==> config.mk <==
export PLATFORM = sky130hd
export DESIGN_NAME = bouncing_sprite_engine
export DESIGN_NICKNAME = d
export VERILOG_FILES = /design/src/rtl/vga_pkg.sv /design/src/rtl/sprite_motion.sv /design/src/rtl/bouncing_sprite_engine.sv
export SDC_FILE = /design/constraint.sdc
export NUM_CORES = 1
export LEC_CHECK = 0
export BUFFER_PORTS_ARGS = -buffer_cell sky130_fd_sc_hd__buf_2
export CELL_PAD_IN_SITES_DETAIL_PLACEMENT = 1
export CELL_PAD_IN_SITES_GLOBAL_PLACEMENT = 2
export CORE_AREA = 4 4 133 135
export CTS_CLUSTER_SIZE = 40
export DETAILED_ROUTE_END_ITERATION = 8
export DIE_AREA = 0 0 137 139
export PLACE_DENSITY = 0.79
export SLEW_MARGIN = 0
export SYNTH_ARGS = -nofsm -noshare
export SYNTH_HDL_FRONTEND = slang
export SYNTH_SLANG_ARGS = --single-unit
==> constraint.sdc <==
create_clock -name clk -period 7.18 [get_ports clk]
set_clock_uncertainty 0.2 [all_clocks]
set_input_delay 1.077 -clock clk [delete_from_list [all_inputs] [get_ports clk]]
set_output_delay 1.077 -clock clk [all_outputs]
set_load 0.1 [all_outputs]
==> src/rtl/vga_pkg.sv <==
// Shared VGA overlay types: sprite motion states, default raster size, grey pixel type.
package vga_pkg;

  typedef enum logic {FROZEN, MOVING} sprite_state_t;

  localparam int unsigned H_RES_DEF = 640;
  localparam int unsigned V_RES_DEF = 480;

  // Widths of the timing generator's x/y buses.
  localparam int unsigned X_W = 10;
  localparam int unsigned Y_W = 9;

  typedef logic [7:0] grey_t;

endpackage

==> src/rtl/sprite_motion.sv <==
// Sprite position keeper: FROZEN/MOVING FSM, frame divider and edge-bounce arithmetic.
module sprite_motion
  import vga_pkg::*;
#(
  parameter int unsigned H_RES     = H_RES_DEF,
  parameter int unsigned V_RES     = V_RES_DEF,
  parameter int unsigned SPRITE_W  = 200,
  parameter int unsigned SPRITE_H  = 230,
  parameter int unsigned STEP      = 1,
  parameter int unsigned FRAME_DIV = 1,
  parameter int unsigned INIT_X    = 50,
  parameter int unsigned INIT_Y    = 50
) (
  input  logic           clk,
  input  logic           rst,
  input  logic           frame_tick_i,
  input  logic           move_en_i,
  output logic [X_W-1:0] pos_x_o,
  output logic [Y_W-1:0] pos_y_o
);

  localparam int unsigned SXW   = X_W + 2;
  localparam int unsigned SYW   = Y_W + 2;
  localparam int unsigned CNT_W = (FRAME_DIV > 1) ? $clog2(FRAME_DIV) : 1;

  localparam logic signed [SXW-1:0] STEP_X  = SXW'(STEP);
  localparam logic signed [SXW-1:0] H_RES_S = SXW'(H_RES);
  localparam logic signed [SXW-1:0] SPR_W_S = SXW'(SPRITE_W);
  localparam logic signed [SYW-1:0] STEP_Y  = SYW'(STEP);
  localparam logic signed [SYW-1:0] V_RES_S = SYW'(V_RES);
  localparam logic signed [SYW-1:0] SPR_H_S = SYW'(SPRITE_H);
  localparam logic [X_W-1:0]        X_MAX   = X_W'(H_RES - SPRITE_W);
  localparam logic [Y_W-1:0]        Y_MAX   = Y_W'(V_RES - SPRITE_H);

  sprite_state_t         state_q;
  logic [CNT_W-1:0]      cnt_q;
  logic [X_W-1:0]        pos_x_q, pos_x_d;
  logic [Y_W-1:0]        pos_y_q, pos_y_d;
  logic                  dir_x_neg_q, dir_x_neg_d;
  logic                  dir_y_neg_q, dir_y_neg_d;
  logic signed [SXW-1:0] nx_c;
  logic signed [SYW-1:0] ny_c;
  logic                  adv_c;
  logic                  cnt_wrap_c;

  // Bounced X candidate; the far wall takes priority over the near wall.
  always_comb begin : x_bounce
    nx_c        = $signed({2'b00, pos_x_q}) + (dir_x_neg_q ? -STEP_X : STEP_X);
    pos_x_d     = X_W'(nx_c);
    dir_x_neg_d = dir_x_neg_q;
    if (nx_c + SPR_W_S > H_RES_S) begin
      pos_x_d     = X_MAX;
      dir_x_neg_d = 1'b1;
    end else if (nx_c[SXW-1]) begin
      pos_x_d     = '0;
      dir_x_neg_d = 1'b0;
    end
  end

  always_comb begin : y_bounce
    ny_c        = $signed({2'b00, pos_y_q}) + (dir_y_neg_q ? -STEP_Y : STEP_Y);
    pos_y_d     = Y_W'(ny_c);
    dir_y_neg_d = dir_y_neg_q;
    if (ny_c + SPR_H_S > V_RES_S) begin
      pos_y_d     = Y_MAX;
      dir_y_neg_d = 1'b1;
    end else if (ny_c[SYW-1]) begin
      pos_y_d     = '0;
      dir_y_neg_d = 1'b0;
    end
  end

  // A tick with move_en set lands in MOVING, so the entering tick already counts.
  always_comb begin : advance
    adv_c      = frame_tick_i && move_en_i;
    cnt_wrap_c = (cnt_q == CNT_W'(FRAME_DIV - 1));
  end

  always_ff @(posedge clk) begin : fsm
    if (rst) begin
      state_q <= FROZEN;
    end else if (frame_tick_i) begin
      case (state_q)
        FROZEN:  if (move_en_i)  state_q <= MOVING;
        MOVING:  if (!move_en_i) state_q <= FROZEN;
        default: state_q <= FROZEN;
      endcase
    end
  end

  always_ff @(posedge clk) begin : motion
    if (rst) begin
      cnt_q       <= '0;
      pos_x_q     <= X_W'(INIT_X);
      pos_y_q     <= Y_W'(INIT_Y);
      dir_x_neg_q <= 1'b0;
      dir_y_neg_q <= 1'b0;
    end else if (adv_c) begin
      if (cnt_wrap_c) begin
        cnt_q       <= '0;
        pos_x_q     <= pos_x_d;
        pos_y_q     <= pos_y_d;
        dir_x_neg_q <= dir_x_neg_d;
        dir_y_neg_q <= dir_y_neg_d;
      end else begin
        cnt_q <= cnt_q + CNT_W'(1);
      end
    end else if (frame_tick_i) begin
      cnt_q <= '0;
    end
  end

  assign pos_x_o = pos_x_q;
  assign pos_y_o = pos_y_q;

endmodule

==> src/rtl/bouncing_sprite_engine.sv <==
// Sprite overlay between VGA timing and DAC: hit test, VRAM addressing, 3-clk colour pipeline.
module bouncing_sprite_engine
  import vga_pkg::*;
#(
  parameter int unsigned H_RES     = H_RES_DEF,
  parameter int unsigned V_RES     = V_RES_DEF,
  parameter int unsigned SPRITE_W  = 200,
  parameter int unsigned SPRITE_H  = 230,
  parameter int unsigned ADDR_W    = 18,
  parameter int unsigned STEP      = 1,
  parameter int unsigned FRAME_DIV = 1,
  parameter int unsigned INIT_X    = 50,
  parameter int unsigned INIT_Y    = 50,
  parameter grey_t       KEY       = 8'h00,
  parameter grey_t       BG        = 8'h20
) (
  input  logic              clk,
  input  logic              rst,
  input  logic              display_enabled,
  input  logic [X_W-1:0]    x,
  input  logic [Y_W-1:0]    y,
  input  logic              move_en,
  input  logic              key_en,
  input  logic [7:0]        vram_data,
  output logic [ADDR_W-1:0] vram_addr,
  output logic [7:0]        r,
  output logic [7:0]        g,
  output logic [7:0]        b,
  output logic              frame_tick
);

  logic [X_W-1:0]    pos_x;
  logic [Y_W-1:0]    pos_y;

  logic              hit_c;
  logic              tick_c;
  logic [X_W-1:0]    dx_c;
  logic [Y_W-1:0]    dy_c;
  logic [ADDR_W-1:0] addr_c;
  grey_t             pix_c;

  logic [ADDR_W-1:0] vram_addr_q;
  logic              frame_tick_q;
  logic              hit_q1, act_q1, key_q1;
  logic              hit_q2, act_q2, key_q2;
  grey_t             pix_q;

  sprite_motion #(
    .H_RES     (H_RES),
    .V_RES     (V_RES),
    .SPRITE_W  (SPRITE_W),
    .SPRITE_H  (SPRITE_H),
    .STEP      (STEP),
    .FRAME_DIV (FRAME_DIV),
    .INIT_X    (INIT_X),
    .INIT_Y    (INIT_Y)
  ) u_motion (
    .clk          (clk),
    .rst          (rst),
    .frame_tick_i (frame_tick_q),
    .move_en_i    (move_en),
    .pos_x_o      (pos_x),
    .pos_y_o      (pos_y)
  );

  // Inclusive hit window, compared one bit wider so pos+size cannot wrap.
  always_comb begin : hit_test
    hit_c = (x >= pos_x) && ({1'b0, x} < ({1'b0, pos_x} + (X_W+1)'(SPRITE_W))) &&
            (y >= pos_y) && ({1'b0, y} < ({1'b0, pos_y} + (Y_W+1)'(SPRITE_H)));
    dx_c   = x - pos_x;
    dy_c   = y - pos_y;
    addr_c = '0;
    if (hit_c) begin
      addr_c = ADDR_W'(dy_c) * ADDR_W'(SPRITE_W) + ADDR_W'(dx_c);
    end
    tick_c = display_enabled && (x == X_W'(H_RES - 1)) && (y == Y_W'(V_RES - 1));
  end

  always_ff @(posedge clk) begin : stage1
    if (rst) begin
      vram_addr_q  <= '0;
      frame_tick_q <= 1'b0;
      hit_q1       <= 1'b0;
      act_q1       <= 1'b0;
      key_q1       <= 1'b0;
    end else begin
      vram_addr_q  <= addr_c;
      frame_tick_q <= tick_c;
      hit_q1       <= hit_c;
      act_q1       <= display_enabled;
      key_q1       <= key_en;
    end
  end

  // Flags wait here while the VRAM read is in flight.
  always_ff @(posedge clk) begin : stage2
    if (rst) begin
      hit_q2 <= 1'b0;
      act_q2 <= 1'b0;
      key_q2 <= 1'b0;
    end else begin
      hit_q2 <= hit_q1;
      act_q2 <= act_q1;
      key_q2 <= key_q1;
    end
  end

  always_comb begin : colour_mux
    pix_c = '0;
    if (!act_q2) begin
      pix_c = '0;
    end else if (!hit_q2) begin
      pix_c = BG;
    end else if (key_q2 && (vram_data == KEY)) begin
      pix_c = BG;
    end else begin
      pix_c = vram_data;
    end
  end

  always_ff @(posedge clk) begin : stage3
    if (rst) begin
      pix_q <= '0;
    end else begin
      pix_q <= pix_c;
    end
  end

  assign vram_addr  = vram_addr_q;
  assign frame_tick = frame_tick_q;
  assign r          = pix_q;
  assign g          = pix_q;
  assign b          = pix_q;

endmodule

==> impl_metrics.py <==
metrics = {
    "placement": {
        "place_ws_ps": 964,
        "port_buffers": 74,
        "routabilityCongestion": 0.818,
        "dp_hpwl_um": 14000,
    },
    "logic_synthesis": {
        "synth_edf_count": 0,
        "synthArstFlopShare_pct": 0,
        "ys_ff_latch": 54,
        "seq_area_frac_synth_pct": 18.4,
        "avgSynthCellArea_um2": 8.21,
        "synth_common_cells": "ha_1 (96), inv_1 (71), dfxtp_1 (54), nor2_1 (54), nand2_1 (47)",
        "synth_area_leaders": "ha_1 (20%), dfxtp_1 (18%), xnor2_1 (5.2%), inv_1 (4.5%), a21oi_1 (3.5%)",
        "synth_top_area_cell": "ha_1",
        "syn_nets": 854,
        "netlist_area_um2": 5880,
        "yosysTopAreaCellShare_pct": 20.4,
        "synthDistinctLibCells": 75,
        "synthFlopType": "dfxtp_1",
        "synth.most_common_cell": "ha_1",
        "synthCells": 716,
        "synth_warnings": 0,
    },
    "floorplan": {
        "die_h_um": 139,
        "die_w_um": 137,
        "ios": 75,
        "fp.dieArea_um2": 19000,
        "rows": 47,
        "core-area_um2": 16500,
        "start_util_pct": 35.7,
    },
    "sta": {
        "hold_viol": 0,
        "tightest_slew_ps": 975,
        "fin_crit_ps": 5940,
        "max_freq_mhz": 168,
        "rsz0062_at_grt": "false",
        "maxSlewViolCount": 0,
        "tns_ps": 0,
        "setup_viol": 0,
        "hold-worst-slack_ps": 247,
        "slew_headroom_pct": 34.7,
        "fin_crit_sh_pct": 82.7,
        "postLayoutSetupSlackWorst_ps": 1240,
    },
    "global_routing": {
        "first_global_vias": 5670,
        "grt_max_degree": 20,
        "grt_overflow": 0,
        "grt_first_pass_wirelength_um": 27700,
        "track_usage_pct": 17.6,
        "antenna_found_initial": 0,
    },
    "clock_tree": {
        "post_cts_buffers": 0,
        "h-tree-depth": 2,
        "clk_latency_ps": 310,
        "clock_path_buffers": 2,
        "clkTransAtPathRegs_ps": 70,
        "cts_hold_buf": 0,
        "clock-root-buffer": "clkbuf_16",
        "cts_sinks": 54,
        "cts_tree": "yes",
        "cts-resized-gates": 0,
        "numCtsBuffers": 5,
    },
    "routing": {
        "routed_wl_um": 16800,
        "viasPerCell": 5.49,
        "initialDrtViolationCount": 261,
        "drtAntennaViolNets": 0,
        "drc_errors": 0,
        "wl_per_cell_um": 17.0,
        "vias": 5421,
        "drt-pass1-iter-count": 5,
    },
    "critical_path": {
        "r2r_end": "vram_addr[15]$_SDFF_PP0_",
        "timing.rr.start": "u_motion.pos_y_o[0]$_SDFFE_PP0P_",
        "worstSetupEndpoint": "vram_addr[15]$_SDFF_PP0_",
        "rrSetupSlack_ps": 1650,
        "crit_start": "y[0]",
        "rr_worst_depth": 21,
        "critical_path.cell_chain": "buf_2, inv_1, ha_1, inv_1, fa_1, nand2_1, nand2_1, a21oi_1, o21ai_0, a21oi_1, xnor2_1, inv_1, fa_1, inv_1, ha_1, nor2b_1, o21ai_0, a21oi_1, o31a_1, nor4_1, o211ai_1, xor2_1, nor2_1",
        "worstSetupPathType": "in2reg",
        "cpPeakStageDelay_ps": 590,
        "arrival_ps": 5910,
        "critPathSlowestCell": "nor4_1",
        "cp-end-kind": "flip-flop",
        "cp_max_fo": 4,
        "cpMostUsedCell": "inv_1",
        "crit_required_ps": 7140,
        "start_kind": "input pin",
    },
    "final_layout": {
        "nNetsFinal": 905,
        "drive_gt1_share_pct": 13.0,
        "fill_cells": 2058,
        "regArea_um2": 1080,
        "area_growth_syn_to_layout_pct": 10.8,
        "multiInputGateArea_um2": 4350,
        "num_antenna_cells": 0,
    },
    "flow_run": {
        "drv_cap": 0,
    },
    "min_path": {
        "hold_path.class": "reg2reg",
    },
    "pwr": {
        "vdd_drop_max_uv": 89.0,
        "power_mw": 1.15,
        "leakagePower_nw": 3.10,
        "power_density_nw_per_um2": 177,
    },
    "outcome": {
        "outcome": "finished, final reports clean",
    },
}
-- flip-flops by register name, summed over array words and instances, names as in the netlist --
signal,flops
u_motion.dir_x_neg_q,1
act_q1,1
u_motion.pos_y_o,9
frame_tick,1
act_q2,1
b,8
key_q1,1
vram_addr,18
u_motion.pos_x_o,10
key_q2,1
u_motion.dir_y_neg_q,1
hit_q1,1
hit_q2,1
-- per-stage QoR --
stage | cell area (um^2) | utilization [%] | std cells
after floorplan | 5880 | - | 716
after CTS | 6510 | 39.5 | 988
after global routing | 6510 | 39.5 | 988
final | 6510 | 39.5 | 988
after global placement | 6350 | 38.5 | 980
after detailed placement | 6350 | 38.5 | 980
-- metal layers --
| layer | up-vias | track usage [%] | part of all wire, % |
|---|---|---|---|
| met5 | - | 0 | 0 |
| li1 | 2678 | - | - |
| met2 | 125 | 29.9 | 47 |
| met3 | 19 | 2.50 | 5.3 |
| met4 | 0 | 2.99 | 1.0 |
| met1 | 2599 | 24.0 | 47 |
-- cells by family (layout without fill, tap and decap cells) --
group | count (synthesis) | in the layout | synth area share (%)
adder cells (fa/ha/maj) | 106 | 106 | 23.8
flip-flops | 54 | 54 | 18.4
multiplexers | 2 | 2 | 0.341
XOR/XNOR | 51 | 51 | 7.73
AND/OR/NAND/NOR | 214 | 214 | 18.6
AO/OA/AOI/OAI | 188 | 188 | 23.6
buffers and inverters | 101 | 153 | 7.52
-- layout by cell type, fill, tap and decap left out, drive strengths merged, types with 5 or more instances in the layout --
cell	count
xor2	16
nand2b	8
a21boi	8
fa	10
nor4	5
nor2	54
xnor2	35
a2111oi	5
a221oi	7
a31oi	7
o21ai	33
a21o	12
nand2	47
dfxtp	54
nand4b	6
ha	96
and3	10
inv	71
a32oi	6
o211ai	8
and2	6
o41ai	5
o21a	8
a32o	5
a21oi	43
buf	74
a211oi	5
nor2b	22
clkbuf	7
nor3	18
nand3	11
nand4	10
-- worst min-delay path by stage --
stage	slack, ps	start	to	depth (start not counted)
6_report	250	hit_q1$_SDFF_PP0_	hit_q2$_SDFF_PP0_	1
5_1_grt	270	hit_q1$_SDFF_PP0_	hit_q2$_SDFF_PP0_	1
4_1_cts	250	hit_q1$_SDFF_PP0_	hit_q2$_SDFF_PP0_	1
3_5_place_dp	240	hit_q1$_SDFF_PP0_	hit_q2$_SDFF_PP0_	1
3_3_place_gp	220	hit_q1$_SDFF_PP0_	hit_q2$_SDFF_PP0_	1
2_1_floorplan	210	act_q1$_SDFF_PP0_	act_q2$_SDFF_PP0_	1
-- report_power, final --
| part | total, mW | internal [mW] | switching [mW] |
|---|---|---|---|
| sequential | 0.313 | 0.310 | 0.00260 |
| clock | 0.285 | 0.165 | 0.120 |
| combinational | 0.554 | 0.200 | 0.354 |
-- layout make-up --
cell class	count	area share, %
Clock inverter	1	0.461
Multi-Input combinational cell	561	66.9
Clock buffer	7	2.04
Inverter	71	4.09
Timing Repair Buffer	74	5.69
Sequential cell	54	16.6
Tap cell	220	4.23
-- worst max-delay path: cells and delay by family --
kind / cells / cell delay (ps)
compound gates: 7 / 1630
fa+ha+maj: 4 / 1440
simple gates: 5 / 940
buf+inv: 5 / 420
xor+xnor: 2 / 400
Power figures use the tool's default switching activity.
